**config.mk**
```make
export PLATFORM = sky130hd
export DESIGN_NAME = mem_port_arbiter_2ch
export DESIGN_NICKNAME = d
export VERILOG_FILES = /design/src/rtl/mem_port_arbiter_2ch.sv
export SDC_FILE = /design/constraint.sdc
export NUM_CORES = 1
export LEC_CHECK = 0
export CAP_MARGIN = 20
export CORE_UTILIZATION = 44
export CTS_BUF_LIST = sky130_fd_sc_hd__clkbuf_4
export DETAILED_ROUTE_END_ITERATION = 12
export GPL_TIMING_DRIVEN = 0
export PLACE_DENSITY = 0.88
export SLEW_MARGIN = 20
export SYNTH_ARGS = -nofsm -noshare
export SYNTH_HDL_FRONTEND = slang
export SYNTH_SLANG_ARGS = --single-unit
```
**constraint.sdc**
```tcl
create_clock -name clock -period 3.98 [get_ports clock]
set_input_delay 0.796 -clock clock [delete_from_list [all_inputs] [get_ports clock]]
set_output_delay 0.796 -clock clock [all_outputs]
set_load 0.02 [all_outputs]
```
**src/rtl/mem_port_arbiter_2ch.sv**
```systemverilog
// +------------------------------------------------------------------------+
// | mem_port_arbiter_2ch                                                   |
// | Round-robin arbiter joining two byte-lane masters onto one byte RAM.   |
// | Optional statistics counters: define ARB_STATS_EN.                     |
// | Revision: 1.0                                                          |
// +------------------------------------------------------------------------+
`default_nettype none
`timescale 1ns/1ps

module mem_port_arbiter_2ch #(
    parameter int ADDR_W       = 14,
    parameter int BASE_ADDR    = 0,
    parameter int MEM_SIZE     = 1024,
    parameter int MEM_AW       = 10,
    parameter int READ_LATENCY = 2
) (
    input  logic                clock,
    input  logic                reset,
    input  logic [1:0]          req_oe,
    input  logic [1:0]          req_we,
    input  logic [2*ADDR_W-1:0] req_addr,
    input  logic [15:0]         req_wdata,
    input  logic [7:0]          req_size,
    output logic [15:0]         rsp_rdata,
    output logic [1:0]          rsp_datardy,
    output logic                mem_oe,
    output logic                mem_we,
    output logic [MEM_AW-1:0]   mem_addr,
    output logic [7:0]          mem_wdata,
    output logic [7:0]          mem_wmask,
    input  logic [7:0]          mem_rdata,
    output logic                err
`ifdef ARB_STATS_EN
    ,
    output logic [31:0]         stat_grants0,
    output logic [31:0]         stat_grants1,
    output logic [31:0]         stat_wait0,
    output logic [31:0]         stat_wait1
`endif
);

    localparam int                c_cnt_w   = $clog2(READ_LATENCY + 1);
    localparam logic [ADDR_W:0]   c_win_lo  = (ADDR_W+1)'(BASE_ADDR);
    localparam logic [ADDR_W:0]   c_win_sz  = (ADDR_W+1)'(MEM_SIZE);
    localparam logic [c_cnt_w-1:0] c_rl     = c_cnt_w'(READ_LATENCY);

    typedef enum logic [1:0] {
        ST_IDLE  = 2'd0,
        ST_ISSUE = 2'd1,
        ST_WAIT  = 2'd2
    } state_t;

    state_t              state_q, state_d;
    logic                ch_q, ch_d;
    logic                last_grant_q, last_grant_d;
    logic                wr_q, wr_d;
    logic [MEM_AW-1:0]   addr_q, addr_d;
    logic [7:0]          wdata_q, wdata_d;
    logic [7:0]          mask_q, mask_d;
    logic [c_cnt_w-1:0]  cnt_q, cnt_d;
    logic                err_q, err_d;

    logic [1:0]          w_valid;
    logic [1:0]          w_conflict;
    logic [ADDR_W:0]     w_off [2];
    logic                w_grant_any;
    logic                w_grant_ch;

    // Borrow-based window test keeps the compare exact even when the window
    // ends at 2^ADDR_W.
    for (genvar i = 0; i < 2; i++) begin : g_ch
        logic [ADDR_W+1:0] diff;
        logic              in_win;
        assign diff          = {2'b00, req_addr[i*ADDR_W +: ADDR_W]} - {1'b0, c_win_lo};
        assign w_off[i]      = diff[ADDR_W:0];
        assign in_win        = !diff[ADDR_W+1] && (diff[ADDR_W:0] < c_win_sz);
        assign w_valid[i]    = (req_oe[i] ^ req_we[i]) & in_win;
        assign w_conflict[i] = req_oe[i] & req_we[i] & in_win;
    end

    assign w_grant_any = |w_valid;
    assign w_grant_ch  = (w_valid == 2'b11) ? ~last_grant_q : w_valid[1];

    function automatic logic [7:0] size_to_mask(input logic [3:0] s);
        logic [8:0] m;
        m = (9'd1 << s) - 9'd1;
        if (s >= 4'd8) begin
            return 8'hFF;
        end
        return m[7:0];
    endfunction

    always_comb begin
        state_d      = state_q;
        ch_d         = ch_q;
        last_grant_d = last_grant_q;
        wr_d         = wr_q;
        addr_d       = addr_q;
        wdata_d      = wdata_q;
        mask_d       = mask_q;
        cnt_d        = cnt_q;
        err_d        = err_q | (|w_conflict);
        mem_oe       = 1'b0;
        mem_we       = 1'b0;
        rsp_datardy  = 2'b00;
        rsp_rdata    = 16'h0000;
        case (state_q)
            ST_IDLE: begin
                if (w_grant_any) begin
                    ch_d         = w_grant_ch;
                    last_grant_d = w_grant_ch;
                    wr_d         = req_we[w_grant_ch];
                    addr_d       = w_off[w_grant_ch][MEM_AW-1:0];
                    wdata_d      = req_wdata[8*w_grant_ch +: 8];
                    mask_d       = size_to_mask(req_size[4*w_grant_ch +: 4]);
                    state_d      = ST_ISSUE;
                end
            end
            ST_ISSUE: begin
                mem_oe = !wr_q;
                mem_we = wr_q;
                if (wr_q) begin
                    rsp_datardy[ch_q] = 1'b1;
                    state_d           = ST_IDLE;
                end else begin
                    cnt_d   = c_cnt_w'(1);
                    state_d = ST_WAIT;
                end
            end
            ST_WAIT: begin
                if (cnt_q == c_rl) begin
                    rsp_datardy[ch_q]       = 1'b1;
                    rsp_rdata[8*ch_q +: 8]  = mem_rdata;
                    state_d                 = ST_IDLE;
                end else begin
                    cnt_d = cnt_q + 1'b1;
                end
            end
            default: state_d = ST_IDLE;
        endcase
    end

    always_ff @(posedge clock or posedge reset) begin
        if (reset) begin
            state_q      <= ST_IDLE;
            ch_q         <= 1'b0;
            last_grant_q <= 1'b1;
            wr_q         <= 1'b0;
            addr_q       <= '0;
            wdata_q      <= 8'h00;
            mask_q       <= 8'h00;
            cnt_q        <= '0;
            err_q        <= 1'b0;
        end else begin
            state_q      <= state_d;
            ch_q         <= ch_d;
            last_grant_q <= last_grant_d;
            wr_q         <= wr_d;
            addr_q       <= addr_d;
            wdata_q      <= wdata_d;
            mask_q       <= mask_d;
            cnt_q        <= cnt_d;
            err_q        <= err_d;
        end
    end

    assign mem_addr  = addr_q;
    assign mem_wdata = wdata_q;
    assign mem_wmask = mask_q;
    assign err       = err_q;

`ifdef ARB_STATS_EN
    logic [31:0] grants_q [2];
    logic [31:0] grants_d [2];
    logic [31:0] wait_q   [2];
    logic [31:0] wait_d   [2];
    logic [1:0]  w_granted;
    logic [1:0]  w_active;

    for (genvar i = 0; i < 2; i++) begin : g_stat
        assign w_granted[i] = (state_q == ST_IDLE) && w_grant_any && (w_grant_ch == 1'(i));
        assign w_active[i]  = w_granted[i] || ((state_q != ST_IDLE) && (ch_q == 1'(i)));
    end

    always_comb begin
        for (int i = 0; i < 2; i++) begin
            grants_d[i] = grants_q[i];
            wait_d[i]   = wait_q[i];
            if (w_granted[i] && (grants_q[i] != 32'hFFFF_FFFF)) begin
                grants_d[i] = grants_q[i] + 32'd1;
            end
            if (w_valid[i] && !w_active[i] && (wait_q[i] != 32'hFFFF_FFFF)) begin
                wait_d[i] = wait_q[i] + 32'd1;
            end
        end
    end

    always_ff @(posedge clock or posedge reset) begin
        if (reset) begin
            for (int i = 0; i < 2; i++) begin
                grants_q[i] <= 32'd0;
                wait_q[i]   <= 32'd0;
            end
        end else begin
            for (int i = 0; i < 2; i++) begin
                grants_q[i] <= grants_d[i];
                wait_q[i]   <= wait_d[i];
            end
        end
    end

    assign stat_grants0 = grants_q[0];
    assign stat_grants1 = grants_q[1];
    assign stat_wait0   = wait_q[0];
    assign stat_wait1   = wait_q[1];
`endif

endmodule

`default_nettype wire

```
# Word level (Yosys, flattened, before mapping)
# Cells that the tools add are included.
# totals
reg_bits	34
inputBits	66
out_inout_bits	47
# classes
addsub	3
magnitude_cmp	7
eq_ne	8
shifts	5
n_mux	27
bitwise	12
reduce_logical	9
# op_table
op	count
negation 4 -> 34 bit	1
variable shift 8 x 34 -> 16 bit (first input constant)	1
indexed part select 8 x 34 -> 16 bit	1
two-way mux 16 bit	2
two-way mux 10 bit	3
less-than comparator 14 x 11 -> 1 bit (second input constant)	2
AND 16 bit	1
two-way mux 8 bit	2
indexed part select 16 x 5 -> 8 bit	1
two-way mux 2 bit	7
two-way mux 1 bit	9
!= test 2 bit (second input constant)	4
one-hot mux 2 bit (2 select lines)	2
indexed part select 8 x 4 -> 4 bit	1
left shift 1 x 4 -> 8 bit (first input constant)	1
subtractor 8 x 1 -> 8 bit (second input constant)	1
AND 1 bit	6
equality test 2 bit (second input constant)	3
one-hot mux 2 bit (3 select lines)	1
greater-or-equal comparator 4 bit (second input constant)	1
less-than comparator 1 x 2 -> 1 bit (second input constant)	2
AND reduction 2 bit	2
OR reduction 2 bit	2
AND reduction 3 bit	1
13 further kinds	14

# Depth between registers and ports, before layout
# Gate-level depths: netlist of the first run.
# logic_depth
depth_word	10
depth_mapped	14

# Worst setup path after synthesis of the first run
# OpenSTA, ideal clock, no wires.
# synth_path
path_kind	input to register
start	input req_addr[24]
end	register mask_q[4], in the netlist mem_wmask[4]
setup_time_ps	82
arrival_time_ps	3202
path_slack_ps	696
path_stages	11
path_buffers	3
cell_sequence	or4_4 -> a311o_1 -> buf_6 -> buf_6 -> o31ai_1 -> o21ai_0 -> ha_1 -> buf_1 -> nor3b_1 -> a221o_1 -> a31oi_1
# synth_via
elab_chain_cells	10
word_cells_on_any_way	14
classes_between	add/sub: 1; order compare: 2; eq/ne: 1; shift: 2; mux: 5; bitwise: 1; reduce/logical: 2
# synth_rtl
item	line_no	rtl
start, declared	21	input logic [2*ADDR_W-1:0] req_addr,
less-than comparator 14 x 11 -> 1 bit (*)	76	assign in_win = !diff[ADDR_W+1] && (diff[ADDR_W:0] < c_win_sz);
AND 1 bit (*)	77	assign w_valid[i] = (req_oe[i] ^ req_we[i]) & in_win;
equality test 2 bit	82	assign w_grant_ch = (w_valid == 2'b11) ? ~last_grant_q : w_valid[1];
two-way mux 1 bit	82	
indexed part select 8 x 4 -> 4 bit	115	mask_d = size_to_mask(req_size[4*w_grant_ch +: 4]);
greater-or-equal comparator 4 bit	87	if (s >= 4'd8) begin
two-way mux 1 bit	87	
two-way mux 1 bit	109	if (w_grant_any) begin
two-way mux 1 bit	107	case (state_q)
two-way mux 8 bit	90	return m[7:0];
end signal, assigned	161	mask_q <= mask_d;
end, declared	59	logic [7:0] mask_q, mask_d;
# Mark *: on every way between the ends. The rest lies on a longest branch, timed or not. The select of a mux whose other input is x is not followed.
# A chain may end at the register's enable or synchronous reset.

# Worst setup path after layout of the first run
# layout_path
start	input req_addr[12]
end	register mask_q[6], in the netlist mem_wmask[6]
# The elaborated chain is that of the path after synthesis.

==> run metrics, run 1 <==
drt pass-1 iters=9; largest net degree at the start of global routing=35; die area=5030 um^2; outcome=finished, violations left; critical path fanouts, max=10; die height=~71 um; Area growth, synth to finish=57.5%; total core area=~4500 um^2; flop2flop setup slack=between 1000 and 1500 ps; Max rail drop VDD=326 uV; FF+latch count, synth=34; Nets=around 420; Post-synth EDFFs=0; Initial Utilization=between 40% and 50%; Synth area leader=dfrtp_1; Setup Crit Path Kind=in -> reg; remaining antenna violation count after routing=0; Crit. End Element=flop; Synth Flop Type=dfrtp_1; Final WS setup=~250 ps; first-pass GRT wire length=~9600 um; layout cell share with drive strength beyond 1=under 10%; Cells after Synth=between 200 and 250; ANT cells=0; mapped cell area=~2100 um^2; Yosys cell types=45; failing checks=DRC; Place WS=-99.4 ps; Port Buf Inserts=roughly 110; dpl hpwl=about 4500 um; pins over their slew limit=0; crit path cell chain=clkdlybuf4s50_1 > nor4_1 > a311o_1 > buf_6 > buf_2 > nand2_1 > o31ai_1 > o21ai_0 > ha_1 > buf_1 > o211ai_1 > nand3_1 > a21boi_0 > a311oi_1; Reg clk slew, reported paths=roughly 100 ps; Async S/R FF share, synth=100%; Post-Syn Nets=about 310; clock skew=approximately 4.8 ps; CP top delay family=buffers and inverters; Tcrit/Tclk final=~94%; final hold viol count=0; I/O pin cnt=113; initial antenna violation count=0; most frequent cell after synthesis=nand2_1; relative slew slack=between 50% and 60%; fin cells=about 400; Post-CTS Setup Bufs=0; buffers plus inverters on the worst setup path=4; hold buffers post-CTS=0; DIE WIDTH=approximately 70 um; WL per Instance=about 14 um; ranking of synthesized cells by area=dfrtp_1 39%, mux2i_1 10%, o21ai_0 6.9%; total leakage power=0.00150 uW; # H-tree levels=2; Iteration-0 DRC Markers=approximately 130; routability cong.=0.890; gr usage total=24.2%; total gr overflow=0; Tot Pwr=1600 uW; CP arrival=3920 ps; Yosys top cell area share=approximately two fifths; TritonCTS clock tree=yes; vias per cell=about 5.3; Hold Slack=just under 500 ps; Final setup viols=0; cts repair resizes=0; number of global-route vias before repair=slightly above 2000; maximum clock path buffer count=2; register area share after synthesis=40.7%; MaxCap Viol Count=0; Req. time, crit path=4170 ps; unrepaired setup endpoints after global routing=no; drt drc=12; Post-Syn Area per Cell=approximately 8.9 um^2; maximum achievable frequency=roughly 270 MHz; Startpoint Class=input port; top cells by count, synth=34 x nand2_1, 33 x dfrtp_1, 29 x o21ai_0; CTS Root Cell=clkbuf_4; post-layout util=between 70% and 80%; Slew @ Worst Pin=~700 ps; Worst Hold Class=reg -> reg; Skew-Pair Late Insertion Delay=330 ps; drt total wl=5740 um; Syn. warnings=0; number of clock sinks=34; Final min period=roughly 3700 ps; cts bufs inserted=5; Fill cells=between 300 and 400; Site Rows=24; power per cell area=between 400 and 500 nW/um^2; Vias=approximately 2100; Worst path max stage delay=approximately 640 ps; placed insts=395; Crit-path slowest cell=nor4_1
cell type report:
class / count / area (um^2) / area share [%]
Clock buffer: 5 / 37.5 / 1.14
Buffer: 12 / 62.6 / 1.90
Tap cell: 52 / 65.1 / 1.97
Clock inverter: 2 / 10.0 / 0.304
Sequential cell: 34 / 852 / 25.9
Multi-Input combinational cell: 180 / 1150 / 34.8
Timing Repair Buffer: 109 / 1090 / 33.1
Inverter: 8 / 30.0 / 0.911
final timing paths:
kind	startpoint	endpoint	cells after the start
setup reg to reg	last_grant_q	mem_wmask[6]	12
setup / recovery	req_addr[12]	mem_wmask[6]	14
hold / removal	mem_wdata[3]	mem_wdata[3]	2
hold reg to reg	mem_wdata[3]	mem_wdata[3]	2
min in group asynchronous	reset	mem_wdata[6]	2
max in group asynchronous	reset	mem_wmask[5]	2
logic make-up after synthesis:
group | synth area share (%)
muxes | 11.1
adders and majority gates | 4.19
buffers and inverters | 4.43
and+or+nand+nor | 22.3
AOI/OAI and AO/OA | 16.8
xor gates and xnor gates | 0.419
DFF | 40.7
layout by cell type, fill, tap and decap left out, drive strengths merged, types with 2 or more instances in the layout:
cell	n
dfrtp	33
mux2	2
nor2b	3
nor3b	3
nor2	18
or4	2
nand3	2
buf	6
nor4b	3
clkdlybuf4s50	109
clkbuf	11
nand2	34
and2	17
o21ai	30
and3	2
ha	7
a31oi	5
nor4	2
mux2i	21
nand2b	2
inv	8
clkinv	2
a21oi	7
a221o	2
power by group:
part / total (uW) / internal [uW] / switching, uW
Combinational: 820 / 406 / 414
Sequential: 604 / 508 / 95.6
Clock: 180 / 63.5 / 116
Total: 1600 / 977 / 626
flip-flops by register name (all words and copies together), names as in the netlist:
register / cells
mem_addr: 10
mem_wdata: 8
mem_wmask: 8
cnt_q: 2
state_q: 2
ch_q: 1
err: 1
last_grant_q: 1
wr_q: 1
metrics by stage:
step,setup TNS (ps),cell area [um^2]
after CTS,0,3300
after floorplan,0,2090
after global placement,-3.57,3250
final,0,3300
after global routing,0,3300
after detailed placement,-172,3250
worst reg2reg max path: stages (launching register included):
cell and delay [ps]:
dfstp_2 580, a311o_1 190, buf_6 150, buf_2 280
nand2_1 80, o31ai_1 100, o21ai_0 150, ha_1 210
buf_1 220, o211ai_1 250, nand3_1 120, a21boi_0 180
a311oi_1 70
layer usage:
metal | track usage (%) | up-vias | wire [um]
met4 | 3.33 | 0 | 10
met5 | 0 | - | 0
met1 | 29.0 | 993 | 2290
met3 | 7.26 | 2 | 477
met2 | 43.7 | 87 | 2960
li1 | - | 1060 | -
(Power assumes the default switching activity.)
==> run 2, diff against run 1 <==
Settings changed: GPL_ROUTABILITY_DRIVEN set to 1.
==> results of run 2 <==
Final layout, timing and power as in run 1 (identical DEF).
